--- src/rtl/vga_fb_sched.sv ---
// vga_fb_sched: arbiter for the single-port 256x240 framebuffer RAM.
// Line fetches for the VGA line buffer have absolute priority. PPU pixel
// writes are queued in a small FIFO and drained while no fetch is running.
// Each NES source line L is fetched once, ahead of VGA lines 2L and 2L+1.
//
// Ports:
//   pck, rst          pixel clock, synchronous active-high reset
//   hcnt, vcnt        640x480 timing counters (800x525 frame)
//   ppu_we/addr/data  PPU pixel write, addr = {y, x}
//   ppu_ready         FIFO has room for a write
//   ppu_ovf           sticky flag: a write was dropped
//   fb_addr/we/wdata  registered RAM request
//   fb_rdata          RAM read data, one cycle after the address
//   lb_we/addr/wdata  line buffer write port, addr = {bank, x}
//   lb_rd_bank        line buffer bank the display currently reads
//   fetch_busy        a line fetch is in progress
module vga_fb_sched #(
  parameter logic [9:0] FETCH_START = 10'd0,
  parameter int         FIFO_DEPTH  = 4,
  parameter int         VMAX        = 525,
  parameter int         VACT        = 480
) (
  input  logic        pck,
  input  logic        rst,
  input  logic [9:0]  hcnt,
  input  logic [9:0]  vcnt,
  input  logic        ppu_we,
  input  logic [15:0] ppu_addr,
  input  logic [5:0]  ppu_data,
  output logic        ppu_ready,
  output logic        ppu_ovf,
  output logic [15:0] fb_addr,
  output logic        fb_we,
  output logic [5:0]  fb_wdata,
  input  logic [5:0]  fb_rdata,
  output logic        lb_we,
  output logic [8:0]  lb_addr,
  output logic [5:0]  lb_wdata,
  output logic        lb_rd_bank,
  output logic        fetch_busy
);

  localparam int         PW     = (FIFO_DEPTH > 1) ? $clog2(FIFO_DEPTH) : 1;
  localparam int         CW     = PW + 1;
  localparam logic [9:0] VLAST  = 10'(VMAX - 1);
  localparam logic [9:0] VACT_V = 10'(VACT);

  typedef enum logic [1:0] {IDLE, FETCH, TAIL} state_t;

  state_t        state;
  logic [7:0]    line;
  logic [7:0]    x;
  logic          rd_issued;
  logic [15:0]   fifo_addr [FIFO_DEPTH];
  logic [5:0]    fifo_data [FIFO_DEPTH];
  logic [PW-1:0] wptr;
  logic [PW-1:0] rptr;
  logic [CW-1:0] count;

  logic [9:0]    vnext;
  logic          trig;
  logic [7:0]    trig_line;
  logic          push;
  logic          pop;

  // Decide whether this edge starts a fetch. The last frame line prefetches
  // source line 0; otherwise every odd VGA line prefetches the source line
  // shown on the next two VGA lines.
  always_comb begin
    vnext     = vcnt + 10'd1;
    trig      = 1'b0;
    trig_line = 8'd0;
    if (state == IDLE && hcnt == FETCH_START) begin
      if (vcnt == VLAST) begin
        trig = 1'b1;
      end else if (vnext < VACT_V && vcnt[0]) begin
        trig      = 1'b1;
        trig_line = vnext[8:1];
      end
    end
  end

  assign ppu_ready  = (count < CW'(FIFO_DEPTH));
  assign push       = ppu_we && ppu_ready;
  // A queued write may use the RAM only on an idle edge that does not start a fetch.
  assign pop        = (state == IDLE) && !trig && (count != '0);
  assign lb_wdata   = fb_rdata;
  assign lb_rd_bank = vcnt[1];
  assign fetch_busy = (state != IDLE);

  // FIFO storage; contents are meaningless once count is cleared, so no reset.
  always_ff @(posedge pck) begin
    if (push && !rst) begin
      fifo_addr[wptr] <= ppu_addr;
      fifo_data[wptr] <= ppu_data;
    end
  end

  // Fetch sequencer, write drain, and the line buffer write pipeline.
  // lb_* trails the read issue by one cycle so that fb_rdata lines up.
  always_ff @(posedge pck) begin
    if (rst) begin
      state     <= IDLE;
      line      <= 8'd0;
      x         <= 8'd0;
      rd_issued <= 1'b0;
      fb_addr   <= 16'd0;
      fb_we     <= 1'b0;
      fb_wdata  <= 6'd0;
      lb_we     <= 1'b0;
      lb_addr   <= 9'd0;
      wptr      <= '0;
      rptr      <= '0;
      count     <= '0;
      ppu_ovf   <= 1'b0;
    end else begin
      fb_we     <= 1'b0;
      rd_issued <= 1'b0;
      lb_we     <= rd_issued;
      if (rd_issued) begin
        lb_addr <= {line[0], fb_addr[7:0]};
      end

      case (state)
        IDLE: begin
          if (trig) begin
            state <= FETCH;
            line  <= trig_line;
            x     <= 8'd0;
          end else if (pop) begin
            fb_we    <= 1'b1;
            fb_addr  <= fifo_addr[rptr];
            fb_wdata <= fifo_data[rptr];
            rptr     <= rptr + PW'(1);
          end
        end
        FETCH: begin
          fb_addr   <= {line, x};
          rd_issued <= 1'b1;
          x         <= x + 8'd1;
          if (x == 8'hFF) begin
            state <= TAIL;
          end
        end
        TAIL: begin
          state <= IDLE;
        end
        default: begin
          state <= IDLE;
        end
      endcase

      if (push) begin
        wptr <= wptr + PW'(1);
      end
      if (push && !pop) begin
        count <= count + CW'(1);
      end else if (pop && !push) begin
        count <= count - CW'(1);
      end

      // A write offered while full is lost even if a pop frees a slot on this edge.
      if (ppu_we && !ppu_ready) begin
        ppu_ovf <= 1'b1;
      end
    end
  end

endmodule

--- config.mk ---
export PLATFORM = sky130hd
export DESIGN_NAME = vga_fb_sched
export DESIGN_NICKNAME = d
export VERILOG_FILES = /design/src/rtl/vga_fb_sched.sv
export SDC_FILE = /design/constraint.sdc
export NUM_CORES = 1
export LEC_CHECK = 0
export ABC_AREA = 1
export CORE_ASPECT_RATIO = 0.5
export CORE_MARGIN = 1
export CORE_UTILIZATION = 49
export DETAILED_ROUTE_END_ITERATION = 8
export PLACE_DENSITY_LB_ADDON = 0.2
export SLEW_MARGIN = 20
export SYNTH_ARGS = -nofsm -noshare
export SYNTH_HDL_FRONTEND = slang
export SYNTH_SLANG_ARGS = --single-unit
--- constraint.sdc ---
create_clock -name pck -period 2.4 [get_ports pck]
set_input_delay 0.48 -clock pck [delete_from_list [all_inputs] [get_ports pck]]
set_output_delay 0.48 -clock pck [all_outputs]
set_load 0.05 [all_outputs]
==> results of run 1 <==
-- per-stage QoR --
stage | instance area [um2] | util | hold slack [ns]
global placement | 7512 | 0.6180 | 0.4497
finish | 8125 | 0.6684 | 0.4568
CTS | 8104 | 0.6666 | 0.4607
global route | 8125 | 0.6684 | 0.4852
floorplan | 6305 | - | 0.4286
detailed placement | 7512 | 0.6180 | 0.4512
-- cells by family after synthesis --
| family | share of synthesized area |
|---|---|
| AOI/OAI and AO/OA | 0.1051 |
| xor gates and xnor gates | 0.006954 |
| adders and majority gates | 0.01907 |
| buffers and inverters | 0.06238 |
| DFF | 0.6166 |
| and+or+nand+nor | 0.1899 |
-- sequential cells by signal, summed over array words and instances (netlist names), 3 cells and up, named ones only --
register / count
count: 3
fifo_data: 24
fb_addr: 16
fifo_addr: 64
line: 8
fb_wdata: 6
x: 8
lb_addr: 9
-- tightest hold or removal path: stages (launching register included) --
cell,delay (ns)
dfxtp_1,0.31
nand2_1,0.05
o21ai_1,0.05
-- layout make-up --
cell class	instances	area (um2)	share of cell area
clock buffer	18	429.2	0.05282
clock inverter	14	157.7	0.01940
inverter	53	198.9	0.02448
multi-input combinational	417	2057	0.2532
sequential	150	3884	0.4780
tap	165	206.4	0.02541
timing repair buffer	123	1192	0.1468
-- Yosys cell counts (all sizes together) (2+ instances only) --
master / count
inv: 53
edfxtp: 88
nand2: 156
o21ai: 54
dfxtp: 62
xor2: 3
o22ai: 7
xnor2: 2
nor3: 3
a21oi: 38
clkbuf: 25
a32o: 15
buf: 14
nor2: 86
ha: 8
or2: 4
nand4: 13
nand3: 24
-- per-layer routing --
metal | global-route usage | part of all wire
met1 | 0.3040 | 0.47
met2 | 0.3368 | 0.44
met3 | 0.05145 | 0.078
met4 | 0.07642 | 0.010
met5 | 0 | 0
-- final timing paths --
kind,slack (ns),startpoint,endpoint,cells after the start
max,0.13,state[1]$_SDFFE_PP0P_,fetch_busy,4
min,0.46,line[6]$_SDFFE_PP0P_,line[6]$_SDFFE_PP0P_,2
max reg2reg,0.30,state[1]$_SDFFE_PP0P_,count[2]$_SDFFE_PP0P_,17
min reg2reg,0.46,line[6]$_SDFFE_PP0P_,line[6]$_SDFFE_PP0P_,2
-- layout by cell type, fill, tap and decap left out, types with 5 or more instances in the layout --
master,instances
a21oi_1,38
buf_12,6
edfxtp_1,88
clkdlybuf4s50_1,72
nor2_2,9
nand4_1,13
nand3_1,21
o21ai_0,41
buf_4,37
dfxtp_1,62
clkbuf_16,17
o21ai_1,13
ha_1,6
dlygate4sd2_1,5
nand2_1,155
inv_1,52
nor2_1,75
a32o_1,15
o22ai_1,7
-- power breakdown --
group | total (mW) | internal (mW) | switching (mW)
Sequential | 3.19 | 3.03 | 0.160
Combinational | 3.17 | 1.12 | 2.06
Clock | 2.62 | 1.48 | 1.14
-- what timing repair did --
item | 4_1_cts | 5_1_grt
pin swaps | 3 | 4
gates resized for setup | 7 | 11
setup buffers | 1 | 0
setup endpoints to repair | 2 | 3
gates cloned | 0 | 0
==> flow_metrics.env, run 1 <==
export IMPL_diodes=0
export IMPL_total_power_mw=8.983
export IMPL_path_max_fanout=2
export IMPL_synth_area_leaders="edfxtp_1 42%, dfxtp_1 20%, nand2_1 9.2%"
export IMPL_setup_tns_ns=0
export IMPL_synth_edf_count=88
export IMPL_syn_inst=659
export IMPL_dieArea_um2=13340
export IMPL_viasPerCell=5.187
export IMPL_stdcell_count=940
export IMPL_first_iter_violations=408
export IMPL_pre_cts_slack_ns=-0.5981
export IMPL_yosysWarnings=0
export IMPL_gp_congestion=0.8629
export IMPL_antenna_found_initial=1
export IMPL_power_leakage_nw=3.190
export IMPL_grt_ovfl_total=0
export IMPL_drc_errors=0
export IMPL_hold_viol=0
export IMPL_dr_pass1_iters=5
export IMPL_grt_pass1_vias=4408
export IMPL_worst_clock_skew_ns=0.01040
export IMPL_syn_area_per_cell_um2=9.558
export IMPL_syn_nets=719
export IMPL_postCtsHoldBufs=0
export IMPL_die_w_um=162.3
export IMPL_grt_usage=0.2182
export IMPL_crit_arrival_ns=1.79
export IMPL_clkSinkCount=150
export IMPL_rsz0062_at_grt="false"
export IMPL_worst_slew_pin_slew_ns=0.5250
export IMPL_synth_cell_types=31
export IMPL_async_flop_share=0
export IMPL_coreArea_um2=12160
export IMPL_drive_gt1_frac=0.1277
export IMPL_cp_end_kind="output pin"
export IMPL_synth_largest_area_cell="edfxtp_1"
export IMPL_worstSetupPathType="flop to output pin"
export IMPL_cts_tree="yes"
export IMPL_finalSetupViolCount=0
export IMPL_cts_made_buffers=17
export IMPL_cts_path_max_buffers=2
export IMPL_die_h_um=82.17
export IMPL_dp_cells=907
export IMPL_io_pins=94
export IMPL_dpl_hpwl_mm=8.973
export IMPL_path_cells="nor2_2 -> buf_4 -> inv_1 -> clkdlybuf4s50_1"
export IMPL_initial_utilization=0.5181
export IMPL_num_fill_cells=927
export IMPL_setup_ws_ns=0.1338
export IMPL_p_per_area_nw_per_um2=1106
export IMPL_min_period_over_period=0.9442
export IMPL_crit_slowest_cell="clkdlybuf4s50_1"
export IMPL_antenna_left=0
export IMPL_finalMaxSlewViolations=0
export IMPL_max_slew_margin=0.6495
export IMPL_ys_flop_type="edfxtp_1"
export IMPL_critical_path_buf_inv_count=3
export IMPL_max_freq_ghz=0.4413
export IMPL_port_buffers=81
export IMPL_totalWireLength_mm=13.81
export IMPL_clock_latency_ns=0.42
export IMPL_nets=822
export IMPL_cap_violations=0
export IMPL_ys_seq_area_frac=0.6166
export IMPL_synth_area_um2=6299
export IMPL_root_buffer="clkbuf_16"
export IMPL_grt_max_degree=38
export IMPL_vdd_ir_drop_max_mv=0.5259
export IMPL_status="completed"
export IMPL_cp_required_ns=1.92
export IMPL_synthDominantCellAreaShare=0.4195
export IMPL_clk_pin_slew_ns=0.06
export IMPL_cp_top_family="buffers and inverters"
export IMPL_wl_per_cell_um=14.69
export IMPL_vias=4876
export IMPL_min_path_type="flop to flop"
export IMPL_slowest_delay_ns=0.79
export IMPL_h_tree_depth=4
export IMPL_start_kind="flop"
export IMPL_rows=28
export IMPL_ys_ff_latch=150
export IMPL_syn_to_final_growth_pct=29.00
export IMPL_finalCriticalPeriod_ns=2.266
export IMPL_grt_pass1_wl_mm=21.60
(Power assumes the default switching activity.)
==> run 2: changes to the inputs <==
--- a/config.mk
+++ b/config.mk
@@ -11,6 +11,7 @@
 export CORE_UTILIZATION = 49
 export DETAILED_ROUTE_END_ITERATION = 8
 export PLACE_DENSITY_LB_ADDON = 0.2
+export REMOVE_ABC_BUFFERS = 1
 export SLEW_MARGIN = 20
 export SYNTH_ARGS = -nofsm -noshare
 export SYNTH_HDL_FRONTEND = slang
==> flow_metrics.env, run 2 (synthesis results as in run 1) <==
export IMPL_root_buffer="clkbuf_16"
export IMPL_grt_busiest_layer="met2"
export IMPL_finalCriticalPeriod_ns=2.284
export IMPL_p_per_area_nw_per_um2=1067
export IMPL_grt_usage=0.2246
export IMPL_cap_violations=0
export IMPL_min_delay_start="line[1]$_SDFFE_PP0P_"
export IMPL_r2r_end="count[2]$_SDFFE_PP0P_"
export IMPL_pre_cts_slack_ns=-0.5566
export IMPL_critical_path_buf_inv_count=2
export IMPL_clkSinkCount=150
export IMPL_dieArea_um2=13340
export IMPL_reg_top3="fifo_addr x64, fifo_data x24, fb_addr x16"
export IMPL_h_tree_depth=4
export IMPL_critPathLaunch="count[2]$_SDFFE_PP0P_"
export IMPL_grt_pass1_wl_mm=22.18
export IMPL_dpl_hpwl_mm=9.491
export IMPL_stdcell_count=952
export IMPL_gp_congestion=0.8830
export IMPL_vdd_ir_drop_max_mv=0.5975
export IMPL_cp_end_kind="output pin"
export IMPL_rows=28
export IMPL_largest_reg_flops=64
export IMPL_num_fill_cells=926
export IMPL_hold_viol=0
export IMPL_endpoint="ppu_ready"
export IMPL_totalWireLength_mm=14.66
export IMPL_grt_ovfl_total=0
export IMPL_cts_path_max_buffers=2
export IMPL_slowest_delay_ns=0.84
export IMPL_port_buffers=81
export IMPL_dp_cells=909
export IMPL_path_max_fanout=4
export IMPL_status="completed"
export IMPL_diodes=0
export IMPL_cts_tree="yes"
export IMPL_path_depth=2
export IMPL_drive_gt1_frac=0.1449
export IMPL_cts_made_buffers=17
export IMPL_grt_pass1_vias=4488
export IMPL_clk_pin_slew_ns=0.06
export IMPL_power_leakage_nw=3.328
export IMPL_setup_tns_ns=0
export IMPL_die_h_um=82.17
export IMPL_finalMaxSlewViolations=0
export IMPL_rrSetupSlack_ns=0.17
export IMPL_crit_slowest_cell="clkdlybuf4s50_1"
export IMPL_crit_arrival_ns=1.80
export IMPL_min_path_type="flop to flop"
export IMPL_vias=4952
export IMPL_start_kind="flop"
export IMPL_initial_utilization=0.5181
export IMPL_first_iter_violations=362
export IMPL_layout_common_cells="153 x nand2_1, 88 x edfxtp_1, 72 x nor2_1, 61 x dfxtp_1, 61 x clkdlybuf4s50_1"
export IMPL_top_register="fifo_addr"
export IMPL_r2r_start="state[0]$_SDFFE_PP0P_"
export IMPL_clock_latency_ns=0.42
export IMPL_met3_usage=0.06344
export IMPL_worst_slew_pin_slew_ns=0.6398
export IMPL_min_period_over_period=0.9518
export IMPL_io_pins=94
export IMPL_max_slew_margin=0.5729
export IMPL_syn_to_final_growth_pct=30.35
export IMPL_rsz0062_at_grt="true"
export IMPL_worstSetupPathType="flop to output pin"
export IMPL_path_cells="inv_1 -> clkdlybuf4s50_1"
export IMPL_wl_per_cell_um=15.40
export IMPL_nets=834
export IMPL_cp_top_family="buffers and inverters"
export IMPL_mostFrequentLayoutCell="nand2_1"
export IMPL_grt_max_degree=38
export IMPL_antenna_found_initial=1
export IMPL_finalSetupViolCount=0
export IMPL_gr_usage_met1=0.3042
export IMPL_coreArea_um2=12160
export IMPL_worst_r2r_path_depth=15
export IMPL_die_w_um=162.3
export IMPL_max_freq_ghz=0.4377
export IMPL_setup_ws_ns=0.1156
export IMPL_cp_required_ns=1.92
export IMPL_worst_clock_skew_ns=0.005580
export IMPL_viasPerCell=5.202
export IMPL_dr_pass1_iters=5
export IMPL_grtUsageMet2=0.3432
export IMPL_drc_errors=0
export IMPL_antenna_left=0
[run 2: power by group]
group | switching [mW] | internal [mW] | total, mW
sequential | 0.200 | 3.03 | 3.23
clock | 1.07 | 1.32 | 2.39
combinational | 1.99 | 1.14 | 3.13
[run 2: layer usage]
layer  up-vias  part of all wire
met5         -           0.00082
met4         2             0.011
met3        15             0.079
met2       159              0.44
met1      2334              0.47
li1       2442                 -
[run 2: metrics by stage]
stage	area (um2)	hold slack (ns)	power (mW)	utilization
final	8210	0.4654	8.762	0.6754
after global placement	7507	0.4450	6.291	0.6175
after detailed placement	7507	0.4563	6.337	0.6175
after CTS	8094	0.4665	8.745	0.6658
after floorplan	6105	0.4286	5.177	-
after global routing	8210	0.4858	9.241	0.6754
[run 2: repair_timing]
item                       CTS  global route
pin swaps                    4            21
cloned                       0             0
hold endpoints to repair     0             0
hold buffers                 0             0
gates resized for setup      8            34
buffers inserted             8             3
setup endpoints to repair    3            18
[run 2: layout make-up]
type	count	area [um2]	share of cell area
Sequential cell	150	3885	0.4732
Clock buffer	17	425.4	0.05181
Tap cell	165	206.4	0.02514
Inverter	53	201.4	0.02454
Multi-Input combinational cell	417	2090	0.2545
Clock inverter	15	101.3	0.01234
Timing Repair Buffer	135	1301	0.1585
[run 2: worst min-delay path by stage]
stage                                       to  depth (start not counted)
after CTS                 line[6]$_SDFFE_PP0P_                          2
after global placement    line[7]$_SDFFE_PP0P_                          2
final                     line[1]$_SDFFE_PP0P_                          2
after global routing      line[6]$_SDFFE_PP0P_                          2
after floorplan           line[2]$_SDFFE_PP0P_                          2
after detailed placement  line[0]$_SDFFE_PP0P_                          2
[run 2: worst register-to-register path, delay by kind of cell, from the launching register on]
kind                       cells  cell delay, ns
DFF                            1            0.33
buffers and inverters          3            0.24
adders and majority gates      2            0.50
AOI/OAI and AO/OA              2            0.21
and+or+nand+nor                8            0.87
